==> src/rtl/operand_bypass_ctrl.sv <==
// EX-stage operand bypass selection, load-use / long-latency hazard detection and a countdown scoreboard.
// Optional performance counters are compiled in with `define BYPASS_PERF_CNT_EN.
module operand_bypass_ctrl #(
  parameter int NUM_SRC = 3,
  parameter int NUM_FWD = 2,
  parameter int ADDR_W  = 5,
  parameter int NUM_SB  = 4,
  parameter int MAX_LAT = 15,
  localparam int CNT_W  = $clog2(MAX_LAT + 1),
  localparam int SEL_W  = $clog2(NUM_FWD + 1),
  localparam int SBC_W  = $clog2(NUM_SB + 1)
) (
  input  logic                      clk,
  input  logic                      rst,
  input  logic                      ex_valid,
  input  logic [NUM_SRC*ADDR_W-1:0] ex_src_addr,
  input  logic [NUM_SRC-1:0]        ex_src_used,
  input  logic [NUM_FWD-1:0]        fwd_reg_write,
  input  logic [NUM_FWD*ADDR_W-1:0] fwd_rd_addr,
  input  logic [NUM_FWD-1:0]        fwd_data_ready,
  input  logic                      lat_issue,
  input  logic [ADDR_W-1:0]         lat_rd_addr,
  input  logic [CNT_W-1:0]          lat_cycles,
  input  logic                      flush,
  output logic [NUM_SRC*SEL_W-1:0]  fwd_sel,
  output logic                      stall,
  output logic                      sb_full,
  output logic [SBC_W-1:0]          sb_count
`ifdef BYPASS_PERF_CNT_EN
  ,
  output logic [31:0]               perf_stall_load,
  output logic [31:0]               perf_stall_sb,
  output logic [31:0]               perf_fwd_hits
`endif
);

  logic [NUM_SB-1:0]  sb_valid;
  logic [ADDR_W-1:0]  sb_rd [NUM_SB];
  logic [NUM_SB-1:0]  alloc_grant;
  logic               alloc_seen;
  logic               alloc_en;
  logic [CNT_W-1:0]   alloc_cnt;
  logic [NUM_SRC-1:0] load_haz;
  logic [NUM_SRC-1:0] sb_haz;
  logic               waw_hit;
  logic               h_load;
  logic               h_sb;
  logic               h_issue;

  // Scoreboard: one entry per in-flight long-latency write, counting down to register-file visibility.
  for (genvar gi = 0; gi < NUM_SB; gi++) begin : g_sb
    logic              valid_reg;
    logic [ADDR_W-1:0] rd_reg;
    logic [CNT_W-1:0]  cnt_reg;

    always_ff @(posedge clk) begin
      if (rst) begin
        valid_reg <= 1'b0;
        rd_reg    <= '0;
        cnt_reg   <= '0;
      end else if (flush) begin
        valid_reg <= 1'b0;
      end else if (valid_reg) begin
        cnt_reg <= cnt_reg - 1'b1;
        if (cnt_reg == CNT_W'(1)) valid_reg <= 1'b0;
      end else if (alloc_en && alloc_grant[gi]) begin
        valid_reg <= 1'b1;
        rd_reg    <= lat_rd_addr;
        cnt_reg   <= alloc_cnt;
      end
    end

    assign sb_valid[gi] = valid_reg;
    assign sb_rd[gi]    = rd_reg;
  end

  // Grant is based on current valid bits, so a slot retiring this cycle is not reused until the next.
  always_comb begin
    alloc_grant = '0;
    alloc_seen  = 1'b0;
    for (int e = 0; e < NUM_SB; e++) begin
      if (!sb_valid[e] && !alloc_seen) begin
        alloc_grant[e] = 1'b1;
        alloc_seen     = 1'b1;
      end
    end
  end

  always_comb begin
    sb_count = '0;
    for (int e = 0; e < NUM_SB; e++) sb_count = sb_count + SBC_W'(sb_valid[e]);
  end

  assign sb_full = (sb_count == SBC_W'(NUM_SB));

  always_comb begin
    waw_hit = 1'b0;
    for (int e = 0; e < NUM_SB; e++)
      if (sb_valid[e] && (sb_rd[e] == lat_rd_addr)) waw_hit = 1'b1;
  end

  for (genvar gi = 0; gi < NUM_SRC; gi++) begin : g_src
    logic [ADDR_W-1:0] addr;
    logic              live;
    logic [SEL_W-1:0]  sel;
    logic              ready;
    logic              sb_hit;

    assign addr = ex_src_addr[gi*ADDR_W +: ADDR_W];
    assign live = ex_src_used[gi] && (addr != '0);

    // Scan oldest to youngest so the youngest matching stage overrides.
    always_comb begin
      sel   = '0;
      ready = 1'b1;
      for (int k = NUM_FWD - 1; k >= 0; k--) begin
        if (fwd_reg_write[k] && (fwd_rd_addr[k*ADDR_W +: ADDR_W] == addr)) begin
          sel   = SEL_W'(k + 1);
          ready = fwd_data_ready[k];
        end
      end
    end

    always_comb begin
      sb_hit = 1'b0;
      for (int e = 0; e < NUM_SB; e++)
        if (sb_valid[e] && (sb_rd[e] == addr)) sb_hit = 1'b1;
    end

    assign load_haz[gi] = live && (sel != '0) && !ready;
    assign sb_haz[gi]   = live && sb_hit;
    assign fwd_sel[gi*SEL_W +: SEL_W] = (live && !rst) ? sel : '0;
  end

  assign h_load    = |load_haz;
  assign h_sb      = |sb_haz;
  assign h_issue   = lat_issue && (sb_full || waw_hit);
  assign stall     = !rst && ex_valid && (h_load || h_sb || h_issue);
  assign alloc_en  = ex_valid && lat_issue && !stall && !flush && (lat_rd_addr != '0);
  assign alloc_cnt = (lat_cycles == '0) ? CNT_W'(1) : lat_cycles;

`ifdef BYPASS_PERF_CNT_EN
  logic [31:0] hit_count;

  always_comb begin
    hit_count = '0;
    for (int i = 0; i < NUM_SRC; i++)
      hit_count = hit_count + 32'(fwd_sel[i*SEL_W +: SEL_W] != '0);
  end

  always_ff @(posedge clk) begin
    if (rst) begin
      perf_stall_load <= '0;
      perf_stall_sb   <= '0;
      perf_fwd_hits   <= '0;
    end else begin
      if (stall && h_load) perf_stall_load <= perf_stall_load + 32'd1;
      if (stall && h_sb)   perf_stall_sb   <= perf_stall_sb + 32'd1;
      if (ex_valid && !stall) perf_fwd_hits <= perf_fwd_hits + hit_count;
    end
  end
`endif

endmodule

==> config.mk <==
export PLATFORM = sky130hd
export DESIGN_NAME = operand_bypass_ctrl
export DESIGN_NICKNAME = d
export VERILOG_FILES = /design/src/rtl/operand_bypass_ctrl.sv
export SDC_FILE = /design/constraint.sdc
export NUM_CORES = 1
export LEC_CHECK = 0
export CAP_MARGIN = 20
export CELL_PAD_IN_SITES_DETAIL_PLACEMENT = 1
export CELL_PAD_IN_SITES_GLOBAL_PLACEMENT = 1
export CORE_ASPECT_RATIO = 0.6
export CORE_MARGIN = 5
export CORE_UTILIZATION = 35
export DETAILED_ROUTE_END_ITERATION = 10
export PLACE_DENSITY_LB_ADDON = 0.15
export SLEW_MARGIN = 0
export SYNTH_ARGS = -nofsm -noshare
export SYNTH_HDL_FRONTEND = slang
export SYNTH_SLANG_ARGS = --single-unit
export TNS_END_PERCENT = 5
==> constraint.sdc <==
create_clock -name clk -period 7 [get_ports clk]
set_input_delay 2.1 -clock clk [delete_from_list [all_inputs] [get_ports clk]]
set_output_delay 2.1 -clock clk [all_outputs]
set_load 0.005 [all_outputs]
; Yosys cells after proc, flatten, opt, wreduce, memory -nomap -nowiden
; Cells that the tools add are included.
[word_totals]
register_bits = 40
inputBits = 46
out_inout_bits = 11
elab_cells = 197
[op_classes]
n_addsub = 7
n_eq_ne = 27
mux = 58
bitwise = 5
reduce_logical = 88
[op_table]
columns = cell, count
row1 = $eq A5 B5 Y1, 22
row2 = $logic_and A1 B1 Y1, 51
row3 = $mux W1, 40
row4 = $mux W4, 9
row5 = $reduce_bool A5 Y1, 4
row6 = $mux W2, 9
row7 = $eq A4 B1 Y1 const B, 4
row8 = $sub A4 B1 Y4 const B, 4
row9 = $reduce_bool A2 Y1, 7
row10 = $reduce_and A3 Y1, 4
row11 = $logic_not A1 Y1, 11
row12 = $reduce_and A2 Y1, 4
row13 = $reduce_or A3 Y1, 2
row14 = $not A1 Y1, 5
row15 = $logic_not A4 Y1, 1
row16 = $add A2 B1 Y3, 1
row17 = $add A3 B1 Y3, 1
row18 = $eq A3 B3 Y1 const B, 1
row19 = $logic_or A1 B1 Y1, 3
row20 = $add A1 B1 Y2, 1
row21 = $reduce_or A2 Y1, 1

; Logic depth before layout (Yosys ltp)
; Gate-level depths: netlist of run 1.
[logic_depth]
depth_word = 18
depth_mapped = 15
ltp_nobuf = 12

; Least setup slack after synthesis of run 1
; OpenSTA, ideal clock, no wires.
[synth_path]
kind = in2out
from = in ex_src_addr[7]
to = out stall
t_arrival_ns = 3.809
required_time_ns = 4.900
path_slack_ns = 1.091
stages = 7
path_buffers = 1
path_cell_list = buf_4 -> or4_4 -> o21ai_4 -> nand3b_1 -> a21o_4 -> o2111ai_4 -> o211a_1
[synth_between]
elab_chain_len = 11
word_cells_on_any_way = 32
cone_classes = eq/ne (6) / mux (8) / reduce/logical (18)
[synth_rtl]
columns = element, line_no
row1 = "start, declared", 16  ; input logic [NUM_SRC*ADDR_W-1:0] ex_src_addr,
row2 = "$eq A5 B5 Y1, on equally long branches", "127, 117"
row3 = "$logic_and A1 B1 Y1, on equally long branches", "127, 117"
row4 = $mux W1 or $mux W2 (tied branches) (2 in a row), "127, 117"
row5 = $mux W1 or $reduce_bool A2 Y1 (tied branches), "127, 130"
row6 = $mux W1 or $logic_and A1 B1 Y1 (tied branches), "127, 130"
row7 = "$logic_and A1 B1 Y1, on equally long branches", "131, 130"
row8 = "$reduce_or A3 Y1, on equally long branches", "136, 135"
row9 = $logic_or A1 B1 Y1 * (2 in a row), 138  ; assign stall = !rst && ex_valid && (h_load || h_sb || h_issue);
row10 = $logic_and A1 B1 Y1 *, 138
row11 = "end, declared", 26  ; output logic stall,
; Every way passes the cells marked *; elsewhere a longest branch is shown, timed or not.

; Worst setup path in the final report of run 1
[layout_path]
from = in ex_src_addr[14]
to = out stall
; Same word-level chain as after synthesis.

==> results of run 1 <==
[cell usage after synthesis (12+ instances only)]
cell type / number / share of area, %
clkbuf_1: 26 / 2.4
a21oi_1: 14 / 1.7
mux2i_1: 25 / 6.2
nor3_1: 19 / 2.4
buf_2: 21 / 2.6
nor2_1: 42 / 3.9
nand2_1: 26 / 2.4
dfxtp_1: 40 / 20
nand4_1: 19 / 2.9
ha_1: 12 / 3.7
inv_1: 16 / 1.5
xnor2_1: 79 / 17
xor2_1: 31 / 6.7
[per-layer routing]
layer | part of all wire, % | GRT usage, % | routed length, µm | up-vias
met5 | 0 | 0 | 0 | -
met1 | 52 | 35.30 | 7927 | 1919
met4 | 0.52 | 2.285 | 79 | 0
met3 | 8.2 | 5.472 | 1236 | 7
met2 | 39 | 29.43 | 5887 | 116
li1 | - | - | - | 1785
[stage by stage]
| stage | util [%] | TNS (ns) | worst slack (ns) |
|---|---|---|---|
| 5_1_grt | 43.82 | 0 | 0.05670 |
| 3_3_place_gp | 42.08 | -0.1200 | -0.1200 |
| 6_report | 43.82 | 0 | 0.1010 |
| 4_1_cts | 43.71 | 0 | 0.06039 |
| 2_1_floorplan | - | 0 | 1.091 |
| 3_5_place_dp | 42.08 | -0.1164 | -0.1164 |
[final timing paths]
| check | from | cells after the start | to | slack (ns) |
|---|---|---|---|---|
| worst max-delay path | ex_src_addr[14] | 8 | stall | 0.10 |
| worst min-delay path | g_sb[3].cnt_reg[1] | 2 | g_sb[3].cnt_reg[1] | 0.48 |
| worst max register to register | g_sb[0].valid_reg | 13 | g_sb[3].cnt_reg[0] | 2.34 |
| worst min register to register | g_sb[3].cnt_reg[1] | 2 | g_sb[3].cnt_reg[1] | 0.48 |
[timing repair]
| item | 4_1_cts | 5_1_grt |
|---|---|---|
| endpoints found under the hold margin | 0 | 0 |
| pin swaps | 0 | 0 |
| gates cloned | 0 | 0 |
| resized for setup | 1 | 3 |
| setup endpoints to repair | 1 | 1 |
[placed cells by master (no fill, tap or decap), types with 3 or more instances in the layout]
cell,synthesis,final
nand3_1,7,7
nor2_1,42,42
nand4_1,19,19
xnor2_1,79,79
ha_1,12,12
xor2_1,31,31
o32ai_1,5,5
nor4_1,10,9
clkinv_1,3,3
nor3_1,19,17
mux2i_1,25,25
o21ai_0,8,8
nand3b_1,3,3
clkdlybuf4s50_1,0,55
inv_1,16,16
buf_4,2,27
or3_1,4,4
o31ai_4,3,3
and3_1,7,7
dfxtp_1,40,40
o21ai_2,4,4
clkbuf_16,0,5
nand2_1,26,26
a21oi_1,14,14
nor2b_1,5,5
[logic make-up (layout without fill, tap and decap cells)]
group	count (synthesis)	after routing	synth area share [%]
AND/OR/NAND/NOR	154	154	19.57
XOR/XNOR	110	110	23.81
AO/OA/AOI/OAI	76	76	18.27
buffers and inverters	73	111	8.163
flip-flops	40	40	19.79
multiplexers	25	25	6.184
adder cells (fa/ha/maj)	13	13	4.205
[power by group]
part	switching [mW]	internal, mW	total [mW]
clock network	0.104	0.179	0.283
registers	0.0139	0.234	0.248
logic	0.0978	0.0837	0.181
[tightest hold or removal path, cell delays in order (launching register included)]
cell	delay, ns
dfxtp_1	0.32
nand2_1	0.06
mux2i_1	0.06
[layout make-up]
class                   instances  share of cell area [%]
multi-input cells             378                   59.21
flip-flops and latches         40                   16.17
repair buffers                 83                   15.47
well taps                     160                   4.043
clock buffers                   6                   2.805
inverters                      20                   1.516
clock inverters                 2                  0.7834
==> flow_summary_export.csv, run 1 <==
group,metric,value,unit
status,run_status,"finished clean",
pwr,peakVddDrop,0.08739,mV
global_route,grt_pass1_wl,23330,µm
place,numPortBuffers,56,
timing,fmax,144.9,MHz
clock_network,clkTransAtPathRegs,0.06,ns
global_route,antenna_found_initial,0,
clock_network,cts_tree,"yes",
setup_path,start_kind,"primary input",
setup_path,critPathKind,"in -> out",
setup_path,crit_chain,"clkdlybuf4s50_1, xor2_1, nor4_2, o2111ai_1, o22a_1, o22ai_4, o211a_1, clkdlybuf4s50_1",
detailed_routing,num_vias,3827,
clock_network,clk_latency,0.29,ns
detailed_routing,viasPerCell,5.554,
setup_path,crit_fanout,4,
detailed_routing,drt-pass1-iter-count,5,
die,dieArea,0.01388,mm²
timing,maxSlewViolCount,0,
clock_network,cts_buffers,5,
finish,stdcell_area,0.004951,mm²
timing,finalCritPeriodShare,98.56,%
clock_network,root_buffer,"clkbuf_16",
die,die_w,148.8,µm
place,dpl-instance-area,0.004755,mm²
detailed_routing,drt_iter0_drc,309,
detailed_routing,drc_errors,0,
setup_path,cp-end-kind,"primary output",
global_route,grt-ovfl-total,0,
finish,n_antenna_cell,0,
pwr,p_leak,1.716,nW
finish,drive_gt1_share,12.10,%
die,num_io_pins,57,
global_route,grt_pass1_vias,3860,
flow_run,maxCapViolCount,0,
setup_path,cpMaxStageDelayCell,"clkdlybuf4s50_1",
synth,async_reset_ff_share,0,%
die,die_y,93.29,µm
die,start_util,35.81,%
global_route,grt_max_degree,34,
detailed_routing,ant_nets,0,
clock_network,post_cts_buffers,0,
synth,synth_edf_count,0,
place,place.gp.congestion,0.9596,
setup_path,cpLargestDelayFamily,"buffers and inverters",
synth,synth_seq_cells,40,
setup_path,arrival,4.80,ns
global_route,grt_usage,21.92,%
setup_path,crit_top_cell,"clkdlybuf4s50_1",
detailed_routing,drt-total-wl,15130,µm
finish,final_cell_count_no_fill,689,
clock_network,clock_sinks,40,
finish,multi_input_area,0.002932,mm²
die,coreArea,0.01130,mm²
timing,finalCriticalPeriod,6.899,ns
clock_network,hold_buffers,0,
synth,syn_nets,550,
timing,rsz0062_at_grt,"no",
min_path,hold_class,"reg -> reg",
pwr,powerDensity,143.9,mW/mm²
clock_network,cts_buffer_depth,2,
timing,worstMarginPinSlew,0.7857,ns
place,dp_cells,681,
timing,hold_slack,0.4754,ns
timing,finalSetupViolCount,0,
setup_path,cp.buffers_inverters,2,
synth,yosysUniqueCellTypes,67,
synth,syn_area,0.004046,mm²
pwr,finalPower,0.7126,mW
place,dp_hpwl,12130,µm
finish,nFillCells,1320,
finish,register_area,800.8,µm²
synth,yosysSeqAreaShare,19.79,%
die,rows,30,
synth,synth_top_flop_cell,"dfxtp_1",
finish,nNetsFinal,587,
synth,synth.avg_cell_area,8.241,µm²
finish,largest_reg_flops,20,
timing,hold_viol,0,
detailed_routing,wl_per_cell,21.96,µm
finish,syn2layout_area_growth,22.36,%
clock_network,htreeDepth,2,
timing,relSlewSlack,47.62,%
synth,ys_warn_count,0,
synth,postSynthCellCount,491,
timing,clock_skew,0.01165,ns
setup_path,slowest_delay,0.58,ns
setup_path,required,4.90,ns
Note: power is estimated with default switching activity, not from simulation.
==> inputs of run 2 (changes only) <==
- ABC_AREA: default -> 0
- CTS_BUF_LIST: default -> sky130_fd_sc_hd__clkbuf_8 sky130_fd_sc_hd__clkbuf_16
==> results of run 2 <==
Final layout, timing and power as in run 1 (identical DEF).
==> inputs of run 3 (changes only) <==
- SKIP_LAST_GASP: default -> 1
==> results of run 3 <==
Final layout, timing and power as in run 1 (identical DEF).
